## config.mk

```make
export PLATFORM = sky130hd
export DESIGN_NAME = image_bbox_detect
export DESIGN_NICKNAME = d
export VERILOG_FILES = /design/src/rtl/image_bbox_detect.sv
export SDC_FILE = /design/constraint.sdc
export NUM_CORES = 1
export LEC_CHECK = 0
export BUFFER_PORTS_ARGS = -buffer_cell sky130_fd_sc_hd__buf_2
export CAP_MARGIN = 20
export CORE_UTILIZATION = 51
export DETAILED_ROUTE_END_ITERATION = 16
export PLACE_DENSITY = 0.8
export SLEW_MARGIN = 30
export SYNTH_ARGS = -nofsm -noshare
export SYNTH_HDL_FRONTEND = slang
export SYNTH_SLANG_ARGS = --single-unit
```

## constraint.sdc

```tcl
create_clock -name clk -period 14 [get_ports clk]
set_input_delay 2.1 -clock clk [delete_from_list [all_inputs] [get_ports clk]]
set_output_delay 2.1 -clock clk [all_outputs]
set_load 0.05 [all_outputs]
```

## src/rtl/image_bbox_detect.sv

```systemverilog
`default_nettype none
// image_bbox_detect: per-frame bounding box and foreground pixel count of a binary video stream.
// Rev 1.0 - initial release
module image_bbox_detect #(
  parameter int XW      = 12,
  parameter int YW      = 12,
  parameter int CW      = 20,
  parameter int MIN_PIX = 16
) (
  input  logic          clk,
  input  logic          rst,
  input  logic          hsync_i,
  input  logic          vsync_i,
  input  logic          de_i,
  input  logic [7:0]    data_i,
  output logic          hsync_o,
  output logic          vsync_o,
  output logic          de_o,
  output logic [7:0]    data_o,
  output logic          box_valid,
  output logic          box_found,
  output logic [XW-1:0] x_min,
  output logic [XW-1:0] x_max,
  output logic [YW-1:0] y_min,
  output logic [YW-1:0] y_max,
  output logic [CW-1:0] pix_cnt
);

  localparam logic [31:0] c_MIN_PIX = MIN_PIX;

  typedef enum logic [1:0] {
    WAIT_VS = 2'd0,
    RUN     = 2'd1,
    REPORT  = 2'd2
  } state_t;

  state_t        r_state;
  logic          r_vs_d;
  logic          r_de_d;
  logic [XW-1:0] r_x_cnt;
  logic [YW-1:0] r_y_cnt;
  logic          r_any;
  logic [XW-1:0] r_acc_xmin;
  logic [XW-1:0] r_acc_xmax;
  logic [YW-1:0] r_acc_ymin;
  logic [YW-1:0] r_acc_ymax;
  logic [CW-1:0] r_fg_cnt;

  logic w_vs_rise;
  logic w_line_end;
  logic w_fg;
  logic w_found;

  assign w_vs_rise  = vsync_i & ~r_vs_d;
  assign w_line_end = r_de_d & ~de_i;
  assign w_fg       = de_i & (data_i != 8'h00);
  assign w_found    = (32'(r_fg_cnt) >= c_MIN_PIX);

  always_ff @(posedge clk or posedge rst) begin
    if (rst) begin
      hsync_o <= 1'b0;
      vsync_o <= 1'b0;
      de_o    <= 1'b0;
      data_o  <= 8'h00;
    end else begin
      hsync_o <= hsync_i;
      vsync_o <= vsync_i;
      de_o    <= de_i;
      data_o  <= data_i;
    end
  end

  // Saturating pixel position counters; the frame-boundary clear beats a line end.
  always_ff @(posedge clk or posedge rst) begin
    if (rst) begin
      r_vs_d  <= 1'b0;
      r_de_d  <= 1'b0;
      r_x_cnt <= '0;
      r_y_cnt <= '0;
    end else begin
      r_vs_d <= vsync_i;
      r_de_d <= de_i;
      if (de_i) begin
        if (r_x_cnt != '1) r_x_cnt <= r_x_cnt + XW'(1);
      end else if (w_line_end) begin
        r_x_cnt <= '0;
      end
      if (w_vs_rise) r_y_cnt <= '0;
      else if (w_line_end && (r_y_cnt != '1)) r_y_cnt <= r_y_cnt + YW'(1);
    end
  end

  always_ff @(posedge clk or posedge rst) begin
    if (rst) begin
      r_state    <= WAIT_VS;
      r_any      <= 1'b0;
      r_acc_xmin <= '0;
      r_acc_xmax <= '0;
      r_acc_ymin <= '0;
      r_acc_ymax <= '0;
      r_fg_cnt   <= '0;
      box_valid  <= 1'b0;
      box_found  <= 1'b0;
      x_min      <= '0;
      x_max      <= '0;
      y_min      <= '0;
      y_max      <= '0;
      pix_cnt    <= '0;
    end else begin
      box_valid <= 1'b0;
      case (r_state)
        WAIT_VS: begin
          if (w_vs_rise) begin
            r_state    <= RUN;
            r_any      <= 1'b0;
            r_acc_xmin <= '0;
            r_acc_xmax <= '0;
            r_acc_ymin <= '0;
            r_acc_ymax <= '0;
            r_fg_cnt   <= '0;
          end
        end
        RUN: begin
          if (w_vs_rise) begin
            // A pixel coinciding with the frame edge is dropped: it belongs to neither frame.
            r_state    <= REPORT;
            box_valid  <= 1'b1;
            box_found  <= w_found;
            pix_cnt    <= r_fg_cnt;
            x_min      <= w_found ? r_acc_xmin : '0;
            x_max      <= w_found ? r_acc_xmax : '0;
            y_min      <= w_found ? r_acc_ymin : '0;
            y_max      <= w_found ? r_acc_ymax : '0;
            r_any      <= 1'b0;
            r_acc_xmin <= '0;
            r_acc_xmax <= '0;
            r_acc_ymin <= '0;
            r_acc_ymax <= '0;
            r_fg_cnt   <= '0;
          end else if (w_fg) begin
            r_any <= 1'b1;
            if (!r_any) begin
              r_acc_xmin <= r_x_cnt;
              r_acc_xmax <= r_x_cnt;
              r_acc_ymin <= r_y_cnt;
              r_acc_ymax <= r_y_cnt;
            end else begin
              if (r_x_cnt < r_acc_xmin) r_acc_xmin <= r_x_cnt;
              if (r_x_cnt > r_acc_xmax) r_acc_xmax <= r_x_cnt;
              if (r_y_cnt < r_acc_ymin) r_acc_ymin <= r_y_cnt;
              if (r_y_cnt > r_acc_ymax) r_acc_ymax <= r_y_cnt;
            end
            if (r_fg_cnt != '1) r_fg_cnt <= r_fg_cnt + CW'(1);
          end
        end
        REPORT: begin
          r_state    <= RUN;
          r_any      <= 1'b0;
          r_acc_xmin <= '0;
          r_acc_xmax <= '0;
          r_acc_ymin <= '0;
          r_acc_ymax <= '0;
          r_fg_cnt   <= '0;
        end
        default: r_state <= WAIT_VS;
      endcase
    end
  end

endmodule
`default_nettype wire

```

# Yosys cells after proc, flatten, opt, wreduce, memory -nomap -nowiden
# Cells that the tools add are included.
dict set report totals {
  latchBits 0
  ff_bits 176
  elab_cells 106
  ram_bits 0
  romBits 0
  n_memories 0
}
dict set report classes {
  order_cmp 5
  bitwise 5
  mul 0
  n_eq_ne 14
  div 0
  add_sub_neg 3
  shift 0
  n_mux 44
  reduce_logical 15
}
# operator n
set op_table {}
lappend op_table {{two-way mux 12 bit} 26}
lappend op_table {{one-hot mux 12 bit (3 select lines)} 4}
lappend op_table {{two-way mux 20 bit} 4}
lappend op_table {{one-hot mux 20 bit (3 select lines)} 1}
lappend op_table {{adder 12 x 1 -> 12 bit, second input constant} 2}
lappend op_table {{greater-than comparator 12 bit} 2}
lappend op_table {{less-than comparator 12 bit} 2}
lappend op_table {{inequality test 12 bit, second input constant} 2}
lappend op_table {{adder 20 x 1 -> 20 bit, second input constant} 1}
lappend op_table {{greater-or-equal comparator 20 x 5 -> 1 bit, second input constant} 1}
lappend op_table {{inequality test 20 bit, second input constant} 1}
lappend op_table {{AND reduction 4 bit} 5}
lappend op_table {{inequality test 4 bit, second input constant} 4}
lappend op_table {{nonzero test 8 bit} 1}
lappend op_table {{inequality test 3 bit, second input constant} 2}
lappend op_table {{one-hot mux 2 bit (3 select lines)} 1}
lappend op_table {{AND reduction 2 bit} 3}
lappend op_table {{two-way mux 1 bit} 5}
lappend op_table {{two-way mux 2 bit} 2}
lappend op_table {{inequality test 2 bit, second input constant} 2}
lappend op_table {{nonzero test 2 bit} 2}
lappend op_table {{bitwise AND 1 bit} 3}
lappend op_table {{one-hot mux 1 bit (3 select lines)} 1}
lappend op_table {{AND reduction 3 bit} 1}
lappend op_table {{other kinds (7)} 8}

# Depth between registers and ports, before layout
# Gate-level depths: netlist (run 1).
dict set report logic_depth {
  word_depth 6
  depth_mapped 9
}

# Least setup slack after synthesis (run 1)
# No wires, ideal clock.
dict set report synth_path {
  path_kind {input port to flip-flop}
  start {in vsync_i}
  end {reg r_acc_xmax[0]}
  arrival_time_ns 3.614
  path_slack_ns 10.259
  path_stages 7
  n_path_buf 1
  path_cell_list {and2b_4 -> nor2_8 -> nand2_2 -> a2111o_1 -> o221ai_2 -> buf_6 -> mux2_1}
}
dict set report synth_via {
  elab_chain_cells 3
  elab_cells_between_ends 7
  cone_classes {3 x eq/ne; 2 x mux; 1 x bitwise; 1 x reduce/logical}
}
# element line
set synth_lines {}
lappend synth_lines {{start, declared} 13} ;# input logic vsync_i,
lappend synth_lines {{bitwise AND 1 bit *} 54} ;# assign w_vs_rise = vsync_i & ~r_vs_d;
lappend synth_lines {{inequality test 4 bit (no line), or another cell as far along} --}
lappend synth_lines {{AND reduction 4 bit (no line) or one-hot mux 12 bit (3 select lines) (tied branches)} --}
lappend synth_lines {{end signal, assigned} 144} ;# r_acc_xmax <= r_x_cnt;
lappend synth_lines {{end signal, assigned} 149} ;# if (r_x_cnt > r_acc_xmax) r_acc_xmax <= r_x_cnt;
lappend synth_lines {{end, declared} 44} ;# logic [XW-1:0] r_acc_xmax;
# Mark *: on every way between the ends. The rest lies on a longest branch, timed or not.
# A chain may end at the register's enable or synchronous reset.

# Final worst setup path (run 1)
# Ends and elaborated chain as after synthesis.

==> results of run 1 <==
## report_power, final
part / switching [mW] / internal, mW / total, mW / leakage, nW
registers: 0.0365 / 0.538 / 0.575 / 2.42
clock network: 0.207 / 0.308 / 0.514 / 0.308
logic: 0.175 / 0.0975 / 0.273 / 2.29
## critical path, delay by kind of cell
kind            cells  cell delay, ns
simple gates        2            0.94
buf+inv             1            0.12
mux                 1            0.47
compound gates      2            0.94
## layer usage
metal / wire length [um] / track usage (%)
met1: 8474 / 30.93
met2: 8566 / 35.43
met3: 883 / 4.823
met4: 320 / 8.105
met5: 0 / 0
## area by class of cell
cell class	count	area share, %
repair buffers	100	5.575
multi-input cells	524	38.29
clock buffers	19	4.496
well taps	216	2.743
clock inverters	13	2.019
flip-flops and latches	176	44.70
inverters	55	2.172
## flip-flops by register name, summed over array words and instances (netlist names)
signal / flops
r_any: 1
r_acc_ymin: 12
r_acc_ymax: 12
pix_cnt: 20
x_min: 12
r_vs_d: 1
r_fg_cnt: 20
x_max: 12
r_state: 2
r_de_d: 1
hsync_o: 1
y_max: 12
box_found: 1
data_o: 8
r_x_cnt: 12
r_y_cnt: 12
r_acc_xmin: 12
y_min: 12
r_acc_xmax: 12
box_valid: 1
## path summary, 6_finish.rpt
check                                 startpoint                         to  slack, ns
min                        box_found$_DFFE_PP0P_      box_found$_DFFE_PP0P_       0.47
max reg2reg                     r_vs_d$_DFF_PP0_  r_acc_xmax[0]$_DFFE_PP0P_      10.99
min in group asynchronous                    rst          hsync_o$_DFF_PP0_       1.77
max                                      vsync_i  r_acc_xmax[0]$_DFFE_PP0P_       9.74
min reg2reg                box_found$_DFFE_PP0P_      box_found$_DFFE_PP0P_       0.47
max in group asynchronous                    rst     pix_cnt[3]$_DFFE_PP0P_      10.94
## through the flow
step / hold slack (ns) / area, um2 / setup slack (ns) / std cells
finish: 0.4705 / 9852 / 9.744 / 1103
detailed placement: 0.4576 / 9194 / 8.941 / 1070
CTS: 0.4754 / 9836 / 9.379 / 1102
global route: 0.5085 / 9852 / 9.545 / 1103
global placement: 0.4558 / 9144 / 9.012 / 1068
floorplan: 0.4822 / 8513 / 7.126 / 786
## Yosys cell counts, types with 6 or more instances
| library cell | count |
|---|---|
| a21oi_1 | 23 |
| a22o_1 | 48 |
| a31oi_1 | 6 |
| and3_1 | 32 |
| and4_1 | 6 |
| buf_2 | 6 |
| clkbuf_1 | 19 |
| dfrtp_1 | 176 |
| ha_1 | 50 |
| inv_1 | 54 |
| mux2_2 | 29 |
| mux2_4 | 18 |
| nand2_1 | 94 |
| nand3_1 | 29 |
| nand4_1 | 26 |
| nor2_1 | 38 |
| nor3_1 | 10 |
| nor4_1 | 8 |
| o21ai_0 | 29 |
| xor2_1 | 18 |
## kinds of logic (layout without fill, tap and decap cells)
| logic type | Yosys count | count (layout) | synth area share [%] |
|---|---|---|---|
| AOI/OAI and AO/OA | 136 | 136 | 11.39 |
| buffers and inverters | 86 | 187 | 4.189 |
| DFF | 176 | 176 | 51.73 |
| muxes | 51 | 51 | 7.510 |
| and+or+nand+nor | 267 | 267 | 15.77 |
| adders and majority gates | 50 | 50 | 7.349 |
| xor gates and xnor gates | 20 | 20 | 2.058 |
==> impl_results.md, run 1 <==
* Worst VDD drop at 0.1024 mV
* GP Congestion at 0.8490
* I/O pins at 94
* Mean area per synthesized cell at 10.83 um2
* Slew HR at 35.20%
* Setup TNS at 0 ns
* Vias per cell at 5.671
* Crit path kind: in -> reg
* Die width at 131.2 um
* Leak at 5.011 nW
* Yosys top cell by area: dfrtp_1
* First-pass GRT wire length at 31.06 mm
* Arr. time, crit path at 4.58 ns
* Final wirelength at 18.25 mm
* Mapped cell area at 8513 um2
* Hold Crit Depth at 1
* Final design utilization at 61.13%
* Main area contributors after synthesis: dfrtp_1, ha_1, a22o_1, nand2_1, mux2_2
* Core area at 16120 um2
* Die area at 17210 um2
* Yosys warnings at 0
* CP max stage cell: nand2_1
* Drt pass-1 iters at 4
* Worst R2R Path Depth at 5
* HPWL after DPL at 12.40 mm
* GRT Util Overall at 22.59%
* Min-Delay Path Class: reg -> reg
* Port Buffers at 93
* Final period util at 30.40%
* CTS Buf Count at 17
* Commonest non-fill, non-tap cell in the layout: dfrtp_1
* Clock Tree Root: clkbuf_16
* CTS Sinks at 176
* Overall power consumption at 1.362 mW
* Storage cell area at 4404 um2
* Diodes inserted at 0
* Total of max-cap violations at 0
* Vias in the first global route at 6111
* Skew-Pair Late Insertion Delay at 0.43 ns
* Drt drc at 0
* Status: completed
* CTS hold repair buffers at 0
* Synth top area share at 51.73%
* Final hold vios at 0
* Wire length per cell at 16.54 um
* Final Setup Violations at 0
* Final nets at 937
* Sequential fraction of the synthesis area at 51.73%
* Most frequent cells in the layout: dfrtp_1, nand2_1, buf_2
* Post-CTS setup buffers at 0
* CTS resizes at 0
* Post-route ant nets at 0
* Final Critical Period at 4.256 ns
* Rows at 46
* Crit path required time at 14.32 ns
* Die height at 131.2 um
* Layout cells sized above 1 at 21.65%
* Post-synthesis cell count at 786
* H-tree lvl count at 4
* Worst Tran Pin Value at 0.9720 ns
* Critical Path Max Stage Delay at 0.62 ns
* Cell variety after synth at 53
* Pwr/cell area at 138.2 nW/um2
* Grt ovf at 0
* Clock skew at 0.01208 ns
* Startpoint types: input pin
* Primary FF master, synth: dfrtp_1
* Vias after detailed routing at 6255
* 1st-iter DRT viols at 396
* Initial antenna violation count at 1
* EDFF count, synth at 0
* Crit-path max FO at 29
* CTS tree: built
* CTS Buffer Depth at 2
* Fraction of registers with async set/reset at 100.0%
* Critical path, cell by cell: buf_2 > nand2b_2 > o21a_1 > nand2_1 > o221ai_2 > mux2_1
* Initial Util at 52.83%
* Largest net degree at the start of global routing at 112
* Layout fillers at 1296
* Crit. End Element: flip-flop
* FF+latch count, synth at 176
* Layout area overhead at 15.73%
* RSZ-0062 raised after global routing: no
* F_max at 0.2350 GHz
* Syn nets at 849
* Pins Over Slew Limit at 0
* Footprint of the multi-input gates at 3772 um2
* Reg clk slew, reported paths at 0.07 ns
Power figures use the tool's default switching activity.
==> run 2: changes to the inputs <==
==> constraint.sdc (replaced) <==
create_clock -name clk -period 4 [get_ports clk]
set_input_delay 0.6 -clock clk [delete_from_list [all_inputs] [get_ports clk]]
set_output_delay 0.6 -clock clk [all_outputs]
set_load 0.05 [all_outputs]
==> impl_results.md, run 2 (synthesized netlist as in run 1, its figures left out) <==
* Status: completed
* Layout area overhead at 15.24%
* Leak at 5.002 nW (-0.19%)
* Startpoint types: flip-flop
* GP Congestion at 0.8589 (+1.2%)
* First-pass GRT wire length at 31.48 mm (+1.4%)
* GRT Util Overall at 22.88% (+0.29 points)
* Crit path kind: reg -> reg
* F_max at 0.3547 GHz
* RSZ-0062 raised after global routing: no
* Drt pass-1 iters at 6 (+2)
* Vias after detailed routing at 6268 (+0.21%)
* Final nets at 944 (+0.75%)
* Final wirelength at 18.51 mm (+1.4%)
* Skew-Pair Late Insertion Delay at 0.43 ns (about the same)
* Total of max-cap violations at 0 (unchanged)
* Largest regs: pix_cnt x20, r_fg_cnt x20
* Combinational share of power at 21.4% (+1.4 points)
* Final hold vios at 0 (unchanged)
* I/O pins at 94 (unchanged)
* Pwr/cell area at 467.1 nW/um2 (+240%)
* Initial antenna violation count at 0 (-1)
* Diodes inserted at 0 (unchanged)
* Rows at 46 (unchanged)
* Worst Tran Pin Value at 0.6749 ns (-0.2972 ns)
* Clock skew at 0.009113 ns (-0.002971 ns)
* Overall power consumption at 4.582 mW (+240%)
* Worst VDD drop at 0.3752 mV (+270%)
* Reg clk slew, reported paths at 0.07 ns (about the same)
* Wire length per cell at 16.67 um (+0.80%)
* Int Pwr at 3.127 mW (+230%)
* Clock Tree Root: clkbuf_16
* Pins Over Slew Limit at 0 (unchanged)
* Critical path, cell by cell: ha_1 > a21oi_1 > o21ai_0 > a2111o_1 > o221ai_2 > buf_6 > mux2_1
* Vias in the first global route at 6164 (+0.87%)
* Initial Util at 52.83% (unchanged)
* CTS tree: built
* HPWL after DPL at 12.78 mm (+3.1%)
* Hold_ws at 0.1848 ns (-0.2858 ns)
* Sw Share at 31.77% (+1.1 points)
* CTS resizes at 0 (unchanged)
* Final Critical Period at 2.819 ns
* 1st-iter DRT viols at 459 (+16%)
* Setup TNS at 0 ns (unchanged)
* Crit. End Element: flip-flop
* Post-CTS setup buffers at 0 (unchanged)
* Crit path required time at 4.31 ns (-10.01 ns)
* Grt ovf at 0 (unchanged)
* Commonest non-fill, non-tap cell in the layout: dfrtp_1
* Post-route ant nets at 0 (unchanged)
* Power share of the clock group at 34.6% (-3.2 points)
* Layout fillers at 1300 (+0.31%)
* Crit-path max FO at 10 (-66%)
* Die area at 17210 um2 (unchanged)
* Slew HR at 55.00% (+20 points)
* NetSw at 1.456 mW (+250%)
* Die height at 131.2 um (unchanged)
* Final design utilization at 60.88% (-0.26 points)
* Arr. time, crit path at 3.13 ns (-1.45 ns)
* Final period util at 70.48%
* Most frequent cells in the layout: dfrtp_1, nand2_1, buf_2
* H-tree lvl count at 4 (unchanged)
* CTS Buffer Depth at 2 (unchanged)
* Layout cells sized above 1 at 21.92% (+0.28 points)
* CTS hold repair buffers at 0 (unchanged)
* Die width at 131.2 um (unchanged)
* CP max stage cell: dfrtp_1
* CTS Sinks at 176 (unchanged)
* Critical Path Max Stage Delay at 0.52 ns (-0.10 ns)
* Final Setup Violations at 0 (unchanged)
* Drt drc at 0 (unchanged)
* Core area at 16120 um2 (unchanged)
* CTS Buf Count at 17 (unchanged)
* Seq pwr share at 44.0% (+1.8 points)
* Vias per cell at 5.647 (-0.42%)
* Largest net degree at the start of global routing at 70 (-38%)
* Port Buffers at 93 (unchanged)
* Min-Delay Path Class: in -> async
-- run 2: changes by cell type in the layout (fill, tap and decap cells not counted), moves of 2 or more --
cell       change
clkinv_2       +3
clkbuf_1       +2
inv_6          -2
bufinv_16      -3
buf_4          +7
buf_12         +2
-- run 2: metrics by stage --
stage          setup slack (ns)  instance area (um2)  std cells
4_1_cts                   1.099                 9792       1108
3_3_place_gp              1.083                 9208       1075
2_1_floorplan             1.147                 8517        786
6_report                  1.181                 9811       1110
5_1_grt                   1.086                 9811       1110
3_5_place_dp              1.009                 9235       1076
-- run 2: area by class of cell --
type | count | area [um2] | area share, %
clock buffers | 21 | 450.4 | 4.591
clock inverters | 11 | 106.4 | 1.084
inverters | 55 | 210.2 | 2.143
multi-input cells | 524 | 3770 | 38.43
flip-flops and latches | 176 | 4404 | 44.89
well taps | 216 | 270.3 | 2.755
repair buffers | 107 | 599.3 | 6.109
-- run 2: path summary, 6_finish.rpt --
kind / startpoint / endpoint / slack [ns] / depth (start not counted)
min in group clk: hsync_i / hsync_o$_DFF_PP0_ / 0.28 / 1
worst max register to register: r_x_cnt[3]$_DFFE_PP0P_ / r_acc_xmax[0]$_DFFE_PP0P_ / 1.18 / 7
worst max-delay path: r_x_cnt[3]$_DFFE_PP0P_ / r_acc_xmax[0]$_DFFE_PP0P_ / 1.18 / 7
worst min register to register: pix_cnt[4]$_DFFE_PP0P_ / pix_cnt[4]$_DFFE_PP0P_ / 0.47 / 2
max in group asynchronous: rst / r_acc_xmin[9]$_DFFE_PP0P_ / 2.85 / 4
worst min-delay path: rst / y_max[5]$_DFFE_PP0P_ / 0.18 / 2
-- run 2: layer usage --
| layer | GRT usage (%) | routed length (um) | part of all wire [%] | up-vias |
|---|---|---|---|---|
| met3 | 4.823 | 969 | 5.2 | 32 |
| met4 | 7.843 | 314 | 1.7 | 0 |
| met2 | 36.17 | 8825 | 48 | 183 |
| li1 | - | - | - | 3006 |
| met5 | 0 | 0 | 0 | - |
| met1 | 31.25 | 8398 | 45 | 3047 |
-- run 2: worst max-delay path, delay by kind of cell (launching register included) --
kind                     cells  cell delay (ns)
buffers and inverters        1             0.23
multiplexers                 1             0.34
adder cells (fa/ha/maj)      1             0.40
AO/OA/AOI/OAI                4             1.20
flip-flops                   1             0.52
-- run 2: power groups by stage --
| stage | sequential [mW] | combinational (mW) | clock [mW] |
|---|---|---|---|
| after floorplan | 2.07 | 0.677 | 0 |
| after global placement | 2.04 | 0.919 | 0 |
| after detailed placement | 2.04 | 0.957 | 0 |
| after CTS | 2.01 | 0.972 | 1.61 |
| after global routing | 2.03 | 1.08 | 1.68 |
| final | 2.02 | 0.981 | 1.58 |
==> run 3: changes to the inputs <==
==> constraint.sdc (replaced) <==
create_clock -name clk -period 2.9 [get_ports clk]
set_input_delay 0.435 -clock clk [delete_from_list [all_inputs] [get_ports clk]]
set_output_delay 0.435 -clock clk [all_outputs]
set_load 0.05 [all_outputs]
==> impl_results.md, run 3 (synthesized netlist as in run 1, its figures left out) <==
* Skew-Pair Late Insertion Delay at 0.43 ns (about the same)
* Die width at 131.2 um (unchanged)
* Total of max-cap violations at 0 (unchanged)
* Startpoint types: flip-flop
* Crit path required time at 3.21 ns (-1.10 ns)
* CTS Buffer Depth at 2 (unchanged)
* Vias per cell at 5.577 (-1.2%)
* Core area at 16120 um2 (unchanged)
* Seq pwr share at 43.4% (-0.6 points)
* CTS resizes at 0 (unchanged)
* Largest net degree at the start of global routing at 106 (+51%)
* GRT Util Overall at 22.60% (-0.28 points)
* Vias after detailed routing at 6218 (-0.80%)
* Power share of the clock group at 35.8% (+1.2 points)
* R2R Path Start: r_x_cnt[3]$_DFFE_PP0P_
* CTS tree: built
* Overall power consumption at 6.395 mW (+40%)
* Vias in the first global route at 6157 (-0.11%)
* Final period util at 84.37% (+14 points)
* Grt ovf at 0 (unchanged)
* Critical path, cell by cell: ha_1 > a21oi_1 > o21ai_0 > a2111o_1 > o221ai_2 > buf_4 > mux2_2
* Commonest non-fill, non-tap cell in the layout: dfrtp_1
* Final wirelength at 18.23 mm (-1.5%)
* Pwr/cell area at 646.4 nW/um2 (+38%)
* Crit-path max FO at 12 (+2)
* I/O pins at 94 (unchanged)
* Initial antenna violation count at 0 (unchanged)
* Worst Tran Pin Value at 0.5632 ns (-0.1117 ns)
* CTS Sinks at 176 (unchanged)
* DP Area at 9293 um2 (+0.62%)
* First-pass GRT wire length at 30.89 mm (-1.9%)
* CTS hold repair buffers at 0 (unchanged)
* 1st-iter DRT viols at 421 (-8.3%)
* CP Depth at 7 (unchanged)
* CP delay by family, top: compound AO/OA/AOI/OAI gates
* Final Cell Area at 9893 um2 (+0.84%)
* WP buf/inv at 1 (unchanged)
* Final design utilization at 61.39% (+0.51 points)
* Die area at 17210 um2 (unchanged)
* Layout area overhead at 16.21%
* F_max at 0.4087 GHz (+15%)
* Final Setup Violations at 0 (unchanged)
* RSZ-0062 raised after global routing: no
* Most frequent cells in the layout: dfrtp_1, nand2_1, buf_2
* Clock Tree Root: clkbuf_16
* Final Critical Period at 2.447 ns (-0.3726 ns)
* Critical Path Sink: r_acc_xmax[10]$_DFFE_PP0P_
* Crit. End Element: flip-flop
* Clock skew at 0.01083 ns (+0.001717 ns)
* Worst VDD drop at 0.4705 mV (+25%)
* R2R setup slack at 0.45 ns (-0.73 ns)
* Post-route ant nets at 0 (unchanged)
* Arr. time, crit path at 2.76 ns (-0.37 ns)
* Worst R2R Path Depth at 7 (unchanged)
* Crit path kind: reg -> reg
* HPWL after DPL at 12.46 mm (-2.5%)
* Diodes inserted at 0 (unchanged)
* Post-CTS setup buffers at 0 (unchanged)
* Min-Delay Path Class: in -> reg
* Rows at 46 (unchanged)
* Final hold vios at 0 (unchanged)
* Critical Path Max Stage Delay at 0.50 ns (-0.02 ns)
* Wire length per cell at 16.35 um (-1.9%)
* NetSw at 1.956 mW (+34%)
* CTS Buf Count at 17 (unchanged)
* Slew HR at 62.46% (+7.5 points)
* CP max stage cell: dfrtp_1
* Sw Share at 30.59% (-1.2 points)
* Pins Over Slew Limit at 0 (unchanged)
* Die height at 131.2 um (unchanged)
* Setup TNS at 0 ns (unchanged)
* RR Endpoint: r_acc_xmax[10]$_DFFE_PP0P_
* Initial Util at 52.83% (unchanged)
* Drt pass-1 iters at 5 (-1)
* Largest regs: pix_cnt x20, r_fg_cnt x20
* GP Congestion at 0.8950 (+4.2%)
* Layout cells sized above 1 at 22.47% (+0.55 points)
* Launch point of the worst path: r_x_cnt[3]$_DFFE_PP0P_
* H-tree lvl count at 4 (unchanged)
* Combinational share of power at 20.8% (-0.6 points)
* Port Buffers at 93 (unchanged)
* Final nets at 949 (+0.53%)
* Hold path start: hsync_i
* Status: completed
* Leak at 5.053 nW (+1.0%)
* Layout fillers at 1290 (-0.77%)
* Int Pwr at 4.439 mW (+42%)
* Reg clk slew, reported paths at 0.06 ns (about the same)
* Drt drc at 0 (unchanged)
[run 3: cell types whose count changed in the layout (fill, tap and decap cells not counted), sizes merged]
cell,change
buf,+5
bufinv,+1
clkbuf,-1
clkinv,+4
clkinvlp,-1
inv,-3
[run 3: how the worst min path moves through the flow]
stage	slack [ns]	to	cells after the start
2_1_floorplan	0.47	data_o[0]$_DFF_PP0_	0
3_3_place_gp	0.46	pix_cnt[6]$_DFFE_PP0P_	2
3_5_place_dp	0.46	pix_cnt[10]$_DFFE_PP0P_	2
4_1_cts	0.1	hsync_o$_DFF_PP0_	1
5_1_grt	0.09	hsync_o$_DFF_PP0_	1
6_report	0.11	hsync_o$_DFF_PP0_	1
[run 3: power groups by stage]
stage / registers (mW) / clock network, mW / logic, mW
floorplan: 2.86 / 0 / 0.933
global placement: 2.81 / 0 / 1.30
detailed placement: 2.81 / 0 / 1.32
CTS: 2.77 / 2.33 / 1.33
global route: 2.80 / 2.43 / 1.47
finish: 2.77 / 2.29 / 1.33
[run 3: cell type report]
type / count / area, um2 / share of cell area (%)
flip-flops and latches: 176 / 4404 / 44.52
well taps: 216 / 270.3 / 2.732
multi-input cells: 524 / 3762 / 38.03
inverters: 55 / 210.2 / 2.125
clock inverters: 12 / 133.9 / 1.353
repair buffers: 112 / 645.6 / 6.526
clock buffers: 20 / 466.7 / 4.717
[run 3: per-layer routing]
layer	wire length, um	track usage (%)	vias up
li1	-	-	3009
met1	8456	30.17	3017
met2	8594	36.26	168
met3	846	4.591	24
met4	331	8.693	0
met5	0	0	-
[run 3: metrics by stage]
stage | setup slack (ns) | hold WS, ns | std cells
5_1_grt | 0.3060 | 0.09263 | 1115
3_5_place_dp | 0.4039 | 0.4576 | 1083
3_3_place_gp | 0.4383 | 0.4554 | 1082
2_1_floorplan | 0.2124 | 0.4664 | 786
6_report | 0.4534 | 0.1094 | 1115
4_1_cts | 0.4486 | 0.09544 | 1115
